<file path="src/rtl/sa_pkg.sv">
// Shared state encoding, select codes and default sizing for the systolic-array sequencer.
package sa_pkg;

  typedef enum logic [2:0] {
    ST_IDLE,
    ST_CLR,
    ST_LOAD_W,
    ST_LOAD_F,
    ST_CFG,
    ST_PRELOAD,
    ST_COMPUTE,
    ST_DONE
  } sa_state_e;

  localparam logic [1:0] SA_SEL_WEIGHT  = 2'd0;
  localparam logic [1:0] SA_SEL_FEATURE = 2'd1;
  localparam logic [1:0] SA_SEL_CONFIG  = 2'd2;

  localparam int SA_DIM            = 4;
  localparam int SA_DATA_W         = 8;
  localparam int SA_PRELOAD_CYCLES = 4;
  localparam int SA_COMPUTE_CYCLES = 22;

  function automatic int sa_max3(input int a, input int b, input int c);
    int m;
    m = (a > b) ? a : b;
    return (m > c) ? m : c;
  endfunction

endpackage

</file>
<file path="src/rtl/sa_sequencer_if.sv">
// Host byte stream plus array load/enable port; master is the sequencer side.
interface sa_sequencer_if
  import sa_pkg::*;
#(
  parameter int DATA_W = SA_DATA_W,
  parameter int ADDR_W = 4
);
  logic              s_valid;
  logic [DATA_W-1:0] s_data;
  logic              s_ready;
  logic              sa_reset;
  logic              sa_we;
  logic              sa_ena;
  logic [1:0]        sa_sel;
  logic [ADDR_W-1:0] sa_addr;
  logic [DATA_W-1:0] sa_data;

  modport master (
    input  s_valid, s_data,
    output s_ready, sa_reset, sa_we, sa_ena, sa_sel, sa_addr, sa_data
  );

  modport slave (
    output s_valid, s_data,
    input  s_ready, sa_reset, sa_we, sa_ena, sa_sel, sa_addr, sa_data
  );
endinterface

</file>
<file path="src/rtl/sa_phase_counter.sv">
// Loadable down-counter with terminal-count flag; used for beat and phase-cycle counts.
module sa_phase_counter #(
  parameter int WIDTH = 5
) (
  input  logic             clk,
  input  logic             reset_n,
  input  logic             load,
  input  logic [WIDTH-1:0] load_val,
  input  logic             dec,
  output logic [WIDTH-1:0] count,
  output logic             tc
);
  logic [WIDTH-1:0] count_reg;

  always_ff @(posedge clk or negedge reset_n) begin
    if (!reset_n) begin
      count_reg <= '0;
    end else if (load) begin
      count_reg <= load_val;
    end else if (dec && !tc) begin
      count_reg <= count_reg - 1'b1;
    end
  end

  assign count = count_reg;
  assign tc    = (count_reg == '0);
endmodule

</file>
<file path="src/rtl/sa_sequencer.sv">
// One-start job controller for the 4x4 systolic array: clear, load, configure, run, done.
// Optional SA_SEQ_WEIGHT_REUSE_EN adds keep_w to skip the weight load and the array clear.
module sa_sequencer
  import sa_pkg::*;
#(
  parameter int DATA_W         = SA_DATA_W,
  parameter int DIM            = SA_DIM,
  parameter int PRELOAD_CYCLES = SA_PRELOAD_CYCLES,
  parameter int COMPUTE_CYCLES = SA_COMPUTE_CYCLES
) (
  input  logic              clk,
  input  logic              reset_n,
  input  logic              start,
  input  logic              abort,
`ifdef SA_SEQ_WEIGHT_REUSE_EN
  input  logic              keep_w,
`endif
  input  logic [DATA_W-1:0] act_cfg,
  output logic              busy,
  output logic              done,
  sa_sequencer_if.master    bus
);
  localparam int BEATS  = DIM * DIM;
  localparam int ADDR_W = $clog2(BEATS);
  localparam int CNT_W  = $clog2(sa_max3(BEATS, PRELOAD_CYCLES, COMPUTE_CYCLES));
  localparam logic [CNT_W-1:0] BEAT_LAST = CNT_W'(BEATS - 1);
  localparam logic [CNT_W-1:0] PRE_LAST  = CNT_W'(PRELOAD_CYCLES - 1);
  localparam logic [CNT_W-1:0] COMP_LAST = CNT_W'(COMPUTE_CYCLES - 1);

  sa_state_e         state_reg, state_next;
  logic              aborting_reg, aborting_next;
  logic              keep_reg, keep_next, keep_w_in;
  logic [DATA_W-1:0] act_cfg_reg;
  logic              cnt_load, cnt_dec, cnt_tc;
  logic [CNT_W-1:0]  cnt_load_val, cnt_value;
  logic              busy_reg, done_reg, clear_reg, ready_reg, ena_reg, cfg_reg;
  logic              busy_next, done_next, clear_next, ready_next, ena_next, cfg_next;
  logic [1:0]        sel_reg, sel_next;

`ifdef SA_SEQ_WEIGHT_REUSE_EN
  assign keep_w_in = keep_w;
`else
  assign keep_w_in = 1'b0;
`endif

  sa_phase_counter #(.WIDTH(CNT_W)) u_cnt (
    .clk      (clk),
    .reset_n  (reset_n),
    .load     (cnt_load),
    .load_val (cnt_load_val),
    .dec      (cnt_dec),
    .count    (cnt_value),
    .tc       (cnt_tc)
  );

  always_comb begin
    state_next    = state_reg;
    aborting_next = aborting_reg;
    keep_next     = keep_reg;
    cnt_load      = 1'b0;
    cnt_load_val  = '0;
    cnt_dec       = 1'b0;
    if (state_reg != ST_IDLE && abort) begin
      state_next    = ST_CLR;
      aborting_next = 1'b1;
    end else begin
      unique case (state_reg)
        ST_IDLE: if (start && !abort) begin
          state_next = ST_CLR;
          keep_next  = keep_w_in;
        end
        // An abort-triggered CLR always falls back to IDLE.
        ST_CLR: begin
          cnt_load      = 1'b1;
          cnt_load_val  = BEAT_LAST;
          aborting_next = 1'b0;
          if (aborting_reg)  state_next = ST_IDLE;
          else if (keep_reg) state_next = ST_LOAD_F;
          else               state_next = ST_LOAD_W;
        end
        ST_LOAD_W, ST_LOAD_F: if (bus.s_valid) begin
          if (cnt_tc) begin
            cnt_load     = 1'b1;
            cnt_load_val = BEAT_LAST;
            state_next   = (state_reg == ST_LOAD_W) ? ST_LOAD_F : ST_CFG;
          end else begin
            cnt_dec = 1'b1;
          end
        end
        ST_CFG: begin
          cnt_load     = 1'b1;
          cnt_load_val = PRE_LAST;
          state_next   = ST_PRELOAD;
        end
        ST_PRELOAD: if (cnt_tc) begin
          cnt_load     = 1'b1;
          cnt_load_val = COMP_LAST;
          state_next   = ST_COMPUTE;
        end else begin
          cnt_dec = 1'b1;
        end
        ST_COMPUTE: if (cnt_tc) state_next = ST_DONE;
                    else        cnt_dec    = 1'b1;
        ST_DONE:    state_next = ST_IDLE;
        default:    state_next = ST_IDLE;
      endcase
    end
  end

  // Output flags are decoded from the next state so they leave the flops aligned with it.
  always_comb begin
    busy_next  = (state_next != ST_IDLE);
    done_next  = (state_next == ST_DONE);
    clear_next = (state_next == ST_CLR) && (aborting_next || !keep_next);
    ready_next = (state_next == ST_LOAD_W) || (state_next == ST_LOAD_F);
    ena_next   = (state_next == ST_PRELOAD) || (state_next == ST_COMPUTE);
    cfg_next   = (state_next == ST_CFG);
    sel_next   = SA_SEL_WEIGHT;
    case (state_next)
      ST_LOAD_F:                       sel_next = SA_SEL_FEATURE;
      ST_CFG, ST_PRELOAD, ST_COMPUTE:  sel_next = SA_SEL_CONFIG;
      default:                         sel_next = SA_SEL_WEIGHT;
    endcase
  end

  always_ff @(posedge clk or negedge reset_n) begin
    if (!reset_n) begin
      state_reg    <= ST_IDLE;
      aborting_reg <= 1'b0;
      keep_reg     <= 1'b0;
      act_cfg_reg  <= '0;
      busy_reg     <= 1'b0;
      done_reg     <= 1'b0;
      clear_reg    <= 1'b0;
      ready_reg    <= 1'b0;
      ena_reg      <= 1'b0;
      cfg_reg      <= 1'b0;
      sel_reg      <= SA_SEL_WEIGHT;
    end else begin
      state_reg    <= state_next;
      aborting_reg <= aborting_next;
      keep_reg     <= keep_next;
      if (state_reg == ST_IDLE && start && !abort) act_cfg_reg <= act_cfg;
      busy_reg     <= busy_next;
      done_reg     <= done_next;
      clear_reg    <= clear_next;
      ready_reg    <= ready_next;
      ena_reg      <= ena_next;
      cfg_reg      <= cfg_next;
      sel_reg      <= sel_next;
    end
  end

  assign busy         = busy_reg;
  assign done         = done_reg;
  assign bus.s_ready  = ready_reg;
  assign bus.sa_reset = clear_reg;
  assign bus.sa_ena   = ena_reg;
  assign bus.sa_sel   = sel_reg;
  assign bus.sa_we    = ready_reg ? bus.s_valid : cfg_reg;
  assign bus.sa_data  = ready_reg ? bus.s_data : (cfg_reg ? act_cfg_reg : '0);
  assign bus.sa_addr  = ready_reg ? ADDR_W'(BEAT_LAST - cnt_value) : '0;
endmodule

</file>
<file path="src/flat_wrapper.sv">
// flat-port wrapper written by rule: the top's interface ports become plain ports
module sa_sequencer_flat import sa_pkg::*;
#(
  parameter int DATA_W         = SA_DATA_W,
  parameter int DIM            = SA_DIM,
  parameter int PRELOAD_CYCLES = SA_PRELOAD_CYCLES,
  parameter int COMPUTE_CYCLES = SA_COMPUTE_CYCLES
)
  (clk, reset_n, start, abort, act_cfg, busy, done, bus_s_valid, bus_s_data, bus_s_ready, bus_sa_reset, bus_sa_we, bus_sa_ena, bus_sa_sel, bus_sa_addr, bus_sa_data);
  sa_sequencer_if #(.DATA_W(DATA_W)) bus_i ();
  input  logic clk;
  input  logic reset_n;
  input  logic start;
  input  logic abort;
  input  logic [DATA_W-1:0] act_cfg;
  output logic busy;
  output logic done;
  input wire logic [$bits(bus_i.s_valid)-1:0] bus_s_valid;
  input wire logic [$bits(bus_i.s_data)-1:0] bus_s_data;
  output wire logic [$bits(bus_i.s_ready)-1:0] bus_s_ready;
  output wire logic [$bits(bus_i.sa_reset)-1:0] bus_sa_reset;
  output wire logic [$bits(bus_i.sa_we)-1:0] bus_sa_we;
  output wire logic [$bits(bus_i.sa_ena)-1:0] bus_sa_ena;
  output wire logic [$bits(bus_i.sa_sel)-1:0] bus_sa_sel;
  output wire logic [$bits(bus_i.sa_addr)-1:0] bus_sa_addr;
  output wire logic [$bits(bus_i.sa_data)-1:0] bus_sa_data;
  assign bus_i.s_valid = bus_s_valid;
  assign bus_i.s_data = bus_s_data;
  assign bus_s_ready = bus_i.s_ready;
  assign bus_sa_reset = bus_i.sa_reset;
  assign bus_sa_we = bus_i.sa_we;
  assign bus_sa_ena = bus_i.sa_ena;
  assign bus_sa_sel = bus_i.sa_sel;
  assign bus_sa_addr = bus_i.sa_addr;
  assign bus_sa_data = bus_i.sa_data;
  sa_sequencer #(.DATA_W(DATA_W), .DIM(DIM), .PRELOAD_CYCLES(PRELOAD_CYCLES), .COMPUTE_CYCLES(COMPUTE_CYCLES)) u_core (.clk(clk), .reset_n(reset_n), .start(start), .abort(abort), .act_cfg(act_cfg), .busy(busy), .done(done), .bus(bus_i));
endmodule
</file>
<file path="config.mk">
export PLATFORM = sky130hd
export DESIGN_NAME = sa_sequencer_flat
export DESIGN_NICKNAME = d
export VERILOG_FILES = /design/src/rtl/sa_pkg.sv /design/src/rtl/sa_sequencer_if.sv /design/src/rtl/sa_phase_counter.sv /design/src/rtl/sa_sequencer.sv /design/src/flat_wrapper.sv
export SDC_FILE = /design/constraint.sdc
export NUM_CORES = 1
export LEC_CHECK = 0
export CAP_MARGIN = 20
export CORE_UTILIZATION = 35
export CTS_CLUSTER_DIAMETER = 100
export DETAILED_ROUTE_END_ITERATION = 6
export PLACE_DENSITY = 0.7
export SETUP_SLACK_MARGIN = 0.5
export SLEW_MARGIN = 20
export SYNTH_ARGS = -nofsm -noshare
export SYNTH_HDL_FRONTEND = slang
export SYNTH_HIERARCHICAL = 1
export SYNTH_SLANG_ARGS = --single-unit
</file>
<file path="constraint.sdc">
create_clock -name clk -period 3 [get_ports clk]
set_input_delay 0.75 -clock clk [delete_from_list [all_inputs] [get_ports clk]]
set_output_delay 0.75 -clock clk [all_outputs]
set_load 0.01 [all_outputs]
</file>
==> impl_metrics.yaml, run 1 <==
run_status:
  status: "finished clean"
drt:
  dr.first_iter.drc_count: 42
  first_pass_iters: 4
  drc: 0
  num_vias: 1186
  avgRoutedWirePerCell_um: 14.5
  vias_per_cell: 5.03
  wirelength_mm: 3.42
  ant_nets: 0
finish:
  fin_cells: 236
  layout.nets: 209
  diodes: 0
  largest_register_ffs: 8
  multiInputGateArea_um2: 749
  area_growth_pct: 35.9
  final-seq-area_um2: 652
  fillers: 388
  drive_gt1_frac: 0.204
floorplan:
  dieArea_mm2: 0.00451
  ios: 41
  fp.coreArea_mm2: 0.00403
  num_rows: 23
  initial_core_util: 0.369
  dieHeight_um: 67.1
  die_x_um: 67.1
yosys:
  synthArstFlopShare: 1.00
  synth_cell_types: 46
  ys_ff_latch: 26
  synth_edf_count: 0
  ys_seq_area_frac: 0.438
  synth_top_area_frac: 0.438
  synth_ff_type: "dfrtp_1"
  syn_inst: 141
  synth.cell_area_mm2: 0.00149
  netlist_top_cells_area: "dfrtp_1 (44%), mux2_2 (6.1%), a22o_1 (4.7%)"
  synth_top_cell_by_area: "dfrtp_1"
  synth.avg_cell_area_um2: 10.5
  synth_warnings: 6
  synth_nets: 163
power_and_ir_drop:
  pwr-share-seq: 0.428
  internal-power_uw: 875
  p_sw_uw: 423
  p_clk_frac: 0.223
  p_leak_uw: 0.000897
  p_comb_frac: 0.349
  peakVddDrop_uv: 316
  power.density_mw_per_mm2: 643
  finalPower_uw: 1300
  swShare: 0.326
grt:
  grt.total_usage: 0.166
  gr-total-overflow: 0
  grt_pass1_wl_mm: 5.60
  antenna_found_initial: 0
  grt_max_degree: 27
  grt_pass1_vias: 1130
critical_path:
  cp_data_arrival_time_ns: 1.70
  crit_buf_inv: 2
  cp.required_ns: 2.25
  cpLargestDelayFamily: "buffers and inverters"
  worstPathCellList: "dlygate4sd2_1 -> a21o_1 -> clkdlybuf4s50_1"
  crit_slowest_cell: "clkdlybuf4s50_1"
  critPathMaxFanout: 5
  crit_path_max_incr_delay_ns: 0.54
  cp-end-kind: "primary output"
  r2r_setup_slack_ns: 0.68
  critPathLaunchType: "primary input"
  crit_type: "primary input to primary output"
placement:
  dp_slack_ns: 0.159
  place_congestion: 0.881
  portBuffers: 40
  placedCellCount: 229
  hpwl_mm: 2.58
clocking:
  clock_path_buffers: 2
  clkTransAtPathRegs_ns: 0.09
  cts-buffers-inserted: 3
  cts_tree: "done"
  cts.htree.levels: 1
  insertion_delay_ns: 0.27
  ctsHoldBuffers: 0
  cts_root_buffer: "clkbuf_8"
  clock_sinks: 26
timing:
  finalCritPeriodShare: 0.816
  drv_slew: 0
  min_period_ns: 2.45
  setup_viol: 0
  skew_ns: 0.00252
  fmax_mhz: 409
  fin_ws_ns: 0.552
  hold_viol_final: 0
  slew_headroom: 0.680
  grt_setup_unrepaired: "false"
  worst_slew_pin_slew_ns: 0.480
  fin_tns_setup_ns: 0
min_path:
  holdCritPathClass: "register to register"
flow_run:
  maxCapViolCount: 0
==> placed cells by master, fill, tap and decap left out, types with 3 or more instances in the layout <==
cell type,Yosys,final
buf_4,1,8
inv_1,8,7
dlygate4sd2_1,0,9
a22o_1,8,8
nor2b_1,9,9
clkdlybuf4s50_1,0,31
o21ai_0,5,5
nand2b_1,4,4
a21oi_1,11,11
mux2_2,8,8
dfrtp_1,26,25
or3_1,3,3
nand2_1,8,8
nor2_1,7,7
clkbuf_8,1,3
==> final cells by class <==
class                           count  area share
Sequential cell                    26       0.323
Clock buffer                        3      0.0205
Clock inverter                      1      0.0149
Timing Repair Buffer               48       0.223
Multi-Input combinational cell    100       0.371
Inverter                            8      0.0167
Tap cell                           50      0.0310
==> path summary, 6_finish.rpt <==
check,startpoint,to,cells past startpoint
max,bus_s_valid,bus_sa_we,3
min,u_core/act_cfg_reg[7]$_DFFE_PN0P_,u_core/act_cfg_reg[7]$_DFFE_PN0P_,1
max reg2reg,u_core/u_cnt/count[0]$_DFFE_PN0P_,u_core/bus.s_ready$_DFF_PN0_,8
min reg2reg,u_core/act_cfg_reg[7]$_DFFE_PN0P_,u_core/act_cfg_reg[7]$_DFFE_PN0P_,1
max in group asynchronous,reset_n,u_core/bus.s_ready$_DFF_PN0_,2
min in group asynchronous,reset_n,u_core/u_cnt/count[3]$_DFFE_PN0P_,2
==> power groups by stage <==
stage | sequential [uW] | clock [uW] | combinational (uW)
floorplan | 516 | 0 | 326
global placement | 548 | 0 | 416
detailed placement | 562 | 0 | 436
CTS | 555 | 296 | 432
finish | 556 | 289 | 453
global route | 571 | 313 | 506
==> cell usage after synthesis (2+ instances only) <==
cell type / instances
dfrtp_1: 26
a21oi_1: 11
nor2b_1: 9
a22o_1: 8
inv_1: 8
mux2_2: 8
nand2_1: 8
nor2_1: 7
o21ai_0: 5
nand2b_1: 4
clkbuf_1: 3
or3_1: 3
a21o_1: 2
and2_2: 2
and3_1: 2
buf_6: 2
nor3_2: 2
nor3b_1: 2
or3b_1: 2
==> logic make-up (layout without fill, tap and decap cells) <==
family          Yosys count  after routing  synth area share
simple gates             54             54             0.249
fa+ha+maj                 1              1           0.00842
flops                    26             26             0.438
compound gates           36             36             0.181
buf+inv                  15             60            0.0573
xor+xnor                  1              1           0.00590
mux                       8              8            0.0607
==> layer usage <==
metal  share of wire  global-route usage  vias up
li1                -                   -      588
met1            0.44               0.211      579
met2            0.53               0.289       17
met3           0.025              0.0355        2
met4          0.0035              0.0293        0
met5               0                   0        -
==> timing repair <==
item                       4_1_cts  5_1_grt
resized for setup               10        1
setup endpoints to repair       12       13
buffers inserted                 0        3
pin swaps                        1        0
==> metrics by stage <==
stage | hold slack (ns) | area (um2) | util
global route | 0.542 | 2020 | 0.501
detailed placement | 0.500 | 1930 | 0.479
global placement | 0.490 | 1930 | 0.479
finish | 0.522 | 2020 | 0.501
floorplan | 0.454 | 1490 | -
CTS | 0.521 | 1990 | 0.494
Note: power is estimated with default switching activity, not from simulation.
==> inputs of run 2 (changes only) <==
Clock period 3 ns to 2.3 ns, I/O delays scaled along.
==> impl_metrics.yaml, run 2 (same netlist as run 1, synthesis figures left out) <==
timing:
  finalCritPeriodShare: 0.929
  grt_setup_unrepaired: "true"
  hold_viol_final: 0
  setup_viol: 0
  fin_ws_ns: 0.164
  min_period_ns: 2.14
  fmax_mhz: 468
  skew_ns: 0.00181
  fin_tns_setup_ns: 0
  drv_slew: 0
  slew_headroom: 0.782
  worst_slew_pin_slew_ns: 0.328
grt:
  grt_max_degree: 27
  antenna_found_initial: 0
  grt_pass1_wl_mm: 6.05
  grt.total_usage: 0.179
  gr-total-overflow: 0
  grt_pass1_vias: 1290
drt:
  top_layer_used: "met4"
  first_pass_iters: 4
  wirelength_mm: 3.88
  vias_per_cell: 5.03
  route.met3.wl_um: 140
  drc: 0
  met1_length_mm: 1.62
  dr.first_iter.drc_count: 53
  avgRoutedWirePerCell_um: 14.7
  ant_nets: 0
  route.met2.wl_mm: 2.08
  num_vias: 1329
finish:
  drive_gt1_frac: 0.458
  multiInputGateArea_um2: 866
  largest_register_ffs: 8
  diodes: 0
  area_growth_pct: 57.2
  final-seq-area_um2: 651
  mostFrequentLayoutCell: "dfrtp_1"
  layout.nets: 237
  fillers: 352
  final_cell_mix: "dfrtp_1 (26), buf_4 (23), clkdlybuf4s50_1 (17)"
clocking:
  cts_root_buffer: "clkbuf_8"
  cts_tree: "done"
  clkTransAtPathRegs_ns: 0.09
  clock_path_buffers: 2
  cts-buffers-inserted: 3
  cts.htree.levels: 1
  clock_sinks: 26
  ctsHoldBuffers: 0
  insertion_delay_ns: 0.27
flow_run:
  maxCapViolCount: 0
placement:
  dp_slack_ns: -0.227
  hpwl_mm: 2.44
  place_congestion: 0.814
  portBuffers: 40
critical_path:
  critPathLaunchType: "register"
  cp-end-kind: "register"
  crit_path_max_incr_delay_ns: 0.50
  cp_data_arrival_time_ns: 2.30
  cp.required_ns: 2.47
  crit_buf_inv: 3
  worstPathCellList: "inv_2 -> ha_4 -> or4b_4 -> inv_6 -> nand2b_4 -> o21ai_1 -> nor4_4 -> buf_4 -> and2_4 -> nor2_1"
  crit_type: "register to register"
  critPathMaxFanout: 6
  cpLargestDelayFamily: "simple AND/OR/NAND/NOR gates"
  crit_slowest_cell: "or4b_4"
floorplan:
  fp.coreArea_mm2: 0.00403
  initial_core_util: 0.369
  dieArea_mm2: 0.00451
  dieHeight_um: 67.1
  ios: 41
  num_rows: 23
  die_x_um: 67.1
power_and_ir_drop:
  power.density_mw_per_mm2: 846
  p_leak_uw: 0.00109
  peakVddDrop_uv: 528
min_path:
  holdCritPathClass: "register to register"
run_status:
  status: "finished clean"
## run 2: cell count changes in the layout (fill, tap and decap cells not counted), moves of 3 or more
cell,delta
inv_2,+3
buf_6,+14
nor2b_4,+5
buf_2,+11
buf_4,+15
clkdlybuf4s50_1,-14
a21oi_1,-3
nor2b_1,-5
a21oi_2,+3
inv_1,-3
## run 2: layout make-up
cell class	instances	area share
clock buffer	3	0.0177
clock inverter	1	0.0129
inverter	8	0.0150
multi-input combinational	100	0.371
sequential	26	0.279
tap	50	0.0268
timing repair buffer	76	0.278
## run 2: metal layers
layer / track usage / up-vias
met1: 0.225 / 654
li1: - / 646
met4: 0.0479 / 0
met5: 0 / -
met2: 0.304 / 24
met3: 0.0439 / 5
## run 2: path summary, 6_finish.rpt
| check | from | end | slack (ns) | depth (start not counted) |
|---|---|---|---|---|
| worst max-delay path | u_core/u_cnt/count[0]$_DFFE_PN0P_ | u_core/bus.sa_sel[1]$_DFF_PN0_ | 0.16 | 10 |
| worst min-delay path | u_core/keep_reg$_DFF_PN0_ | u_core/keep_reg$_DFF_PN0_ | 0.50 | 1 |
| worst max register to register | u_core/u_cnt/count[0]$_DFFE_PN0P_ | u_core/bus.sa_sel[1]$_DFF_PN0_ | 0.16 | 10 |
| worst min register to register | u_core/keep_reg$_DFF_PN0_ | u_core/keep_reg$_DFF_PN0_ | 0.50 | 1 |
| max in group asynchronous | reset_n | u_core/u_cnt/count[3]$_DFFE_PN0P_ | 1.39 | 2 |
| min in group asynchronous | reset_n | u_core/act_cfg_reg[1]$_DFFE_PN0P_ | 0.66 | 2 |
## run 2: stage by stage
stage	hold WS (ns)	total power, uW	cell area, um2	utilization	cells
after floorplan	0.279	1150	1540	-	141
after global placement	0.478	1340	2020	0.501	234
after detailed placement	0.474	1370	2020	0.501	234
after CTS	0.499	1890	2270	0.563	258
after global routing	0.514	2090	2330	0.580	264
final	0.498	1980	2330	0.580	264
## run 2: power breakdown
part	leakage, uW	switching, uW	internal [uW]
logic	0.000726	406	496
clock network	0.0000357	143	233
registers	0.000332	110	588
## run 2: repair_timing
item	CTS	global route
resized for setup	74	21
endpoints found under the setup margin	29	34
pin swaps	25	6
gates cloned	2	0
buffers inserted	18	6
==> inputs of run 3 (changes only) <==
Settings changed: CORE_ASPECT_RATIO from default to 1.75.
==> impl_metrics.yaml, run 3 (same netlist as run 1, synthesis figures left out) <==
critical_path:
  critPathMaxFanout: 6
  crit_type: "register to register"
  cp_data_arrival_time_ns: 2.43
  r2r_setup_slack_ns: 0.07
  cp-end-kind: "register"
  critPathLaunchType: "register"
  cp.required_ns: 2.50
clocking:
  clock_path_buffers: 2
  cts-buffers-inserted: 3
  clock_sinks: 26
  cts.htree.levels: 1
  ctsHoldBuffers: 0
  insertion_delay_ns: 0.27
  cts_root_buffer: "clkbuf_8"
  cts_tree: "done"
  clkTransAtPathRegs_ns: 0.09
timing:
  worst_slew_pin_slew_ns: 0.351
  drv_slew: 0
  grt_setup_unrepaired: "true"
  min_period_ns: 2.23
  finalCritPeriodShare: 0.968
  hold_viol_final: 0
  fmax_mhz: 449
  fin_tns_setup_ns: 0
  slew_headroom: 0.766
  setup_viol: 0
  skew_ns: 0.000942
drt:
  vias_per_cell: 5.17
  dr.first_iter.drc_count: 14
  first_pass_iters: 4
  avgRoutedWirePerCell_um: 15.7
  num_vias: 1318
  drc: 0
  ant_nets: 0
  wirelength_mm: 3.99
power_and_ir_drop:
  power.density_mw_per_mm2: 839
  p_leak_uw: 0.00107
  peakVddDrop_uv: 478
grt:
  antenna_found_initial: 0
  grt_pass1_vias: 1355
  grt_pass1_wl_mm: 5.87
  grt_max_degree: 27
  gr-total-overflow: 0
  grt.total_usage: 0.177
floorplan:
  dieHeight_um: 88.2
  die_x_um: 51.2
  initial_core_util: 0.361
  num_rows: 31
  fp.coreArea_mm2: 0.00411
  ios: 41
  dieArea_mm2: 0.00452
finish:
  mostFrequentLayoutCell: "dfrtp_1"
  drive_gt1_frac: 0.456
  diodes: 0
  largest_register_ffs: 8
  layout.nets: 229
  final_cell_mix: "dfrtp_1 (26), buf_4 (18), clkdlybuf4s50_1 (17)"
  area_growth_pct: 54.8
  postLayoutCoreUtil: 0.559
placement:
  portBuffers: 40
  place_congestion: 0.898
  hpwl_mm: 2.66
run_status:
  status: "finished clean"
flow_run:
  maxCapViolCount: 0
min_path:
  holdCritPathClass: "register to register"
## run 3: cell count changes in the layout (fill, tap and decap cells not counted), moves of 2 or more
cell / previous run / this run
a21oi_2: 4 / 2
buf_4: 23 / 18
nand2_2: 0 / 2
buf_6: 14 / 9
a21oi_1: 8 / 10
clkbuf_2: 1 / 3
nand2_1: 7 / 4
## run 3: path summary, 6_finish.rpt
path	start	end	cells after the start
worst max-delay path	u_core/u_cnt/count[1]$_DFFE_PN0P_	u_core/u_cnt/count[3]$_DFFE_PN0P_	9
worst min-delay path	u_core/act_cfg_reg[4]$_DFFE_PN0P_	u_core/act_cfg_reg[4]$_DFFE_PN0P_	1
worst max register to register	u_core/u_cnt/count[1]$_DFFE_PN0P_	u_core/u_cnt/count[3]$_DFFE_PN0P_	9
worst min register to register	u_core/act_cfg_reg[4]$_DFFE_PN0P_	u_core/act_cfg_reg[4]$_DFFE_PN0P_	1
max in group asynchronous	reset_n	u_core/act_cfg_reg[1]$_DFFE_PN0P_	2
min in group asynchronous	reset_n	u_core/u_cnt/count[4]$_DFFE_PN0P_	2
## run 3: metrics by stage
step | worst slack (ns) | power, uW | hold slack (ns) | cell area [um2] | std cells
global route | 0.0120 | 2040 | 0.537 | 2300 | 255
global placement | -0.185 | 1350 | 0.472 | 2030 | 235
floorplan | 0.199 | 1150 | 0.279 | 1540 | 141
finish | 0.0744 | 1930 | 0.513 | 2300 | 255
CTS | 0.131 | 1880 | 0.515 | 2230 | 253
detailed placement | -0.261 | 1390 | 0.494 | 2030 | 235
## run 3: worst max-delay path, cell delays in order, from the launching register on
cell and delay (ns):
dfrtp_1 0.38, inv_2 0.05, ha_4 0.15, or4b_4 0.22
inv_6 0.05, buf_6 0.11, a211oi_2 0.23, or4b_4 0.50
or3_4 0.35, a21oi_2 0.13
## run 3: cell type report
cell class / count / area (um2)
tap: 49 / 61.3
clock inverter: 1 / 30.0
fill: 370 / 1810
timing repair buffer: 68 / 581
sequential: 26 / 651
multi-input combinational: 100 / 901
clock buffer: 3 / 41.3
inverter: 8 / 35.0
## run 3: repair_timing
action | CTS | global route
endpoints found under the setup margin | 29 | 37
cloned | 2 | 0
setup buffers | 12 | 2
resized for setup | 69 | 31
pin swaps | 17 | 13
## run 3: metal layers
| metal | part of all wire | wire length (um) | vias up | track usage |
|---|---|---|---|---|
| met4 | 0.036 | 142 | 0 | 0.115 |
| met1 | 0.36 | 1420 | 642 | 0.169 |
| met2 | 0.58 | 2300 | 36 | 0.344 |
| met5 | 0 | 0 | - | 0 |
| met3 | 0.033 | 131 | 15 | 0.0156 |
| li1 | - | - | 625 | - |
## run 3: where the power goes
| group | leakage (uW) | internal (uW) | total [uW] | switching (uW) |
|---|---|---|---|---|
| Clock | 0.0000357 | 233 | 377 | 144 |
| Combinational | 0.000706 | 455 | 864 | 409 |
| Sequential | 0.000332 | 587 | 688 | 101 |
| Total | 0.00107 | 1280 | 1930 | 654 |
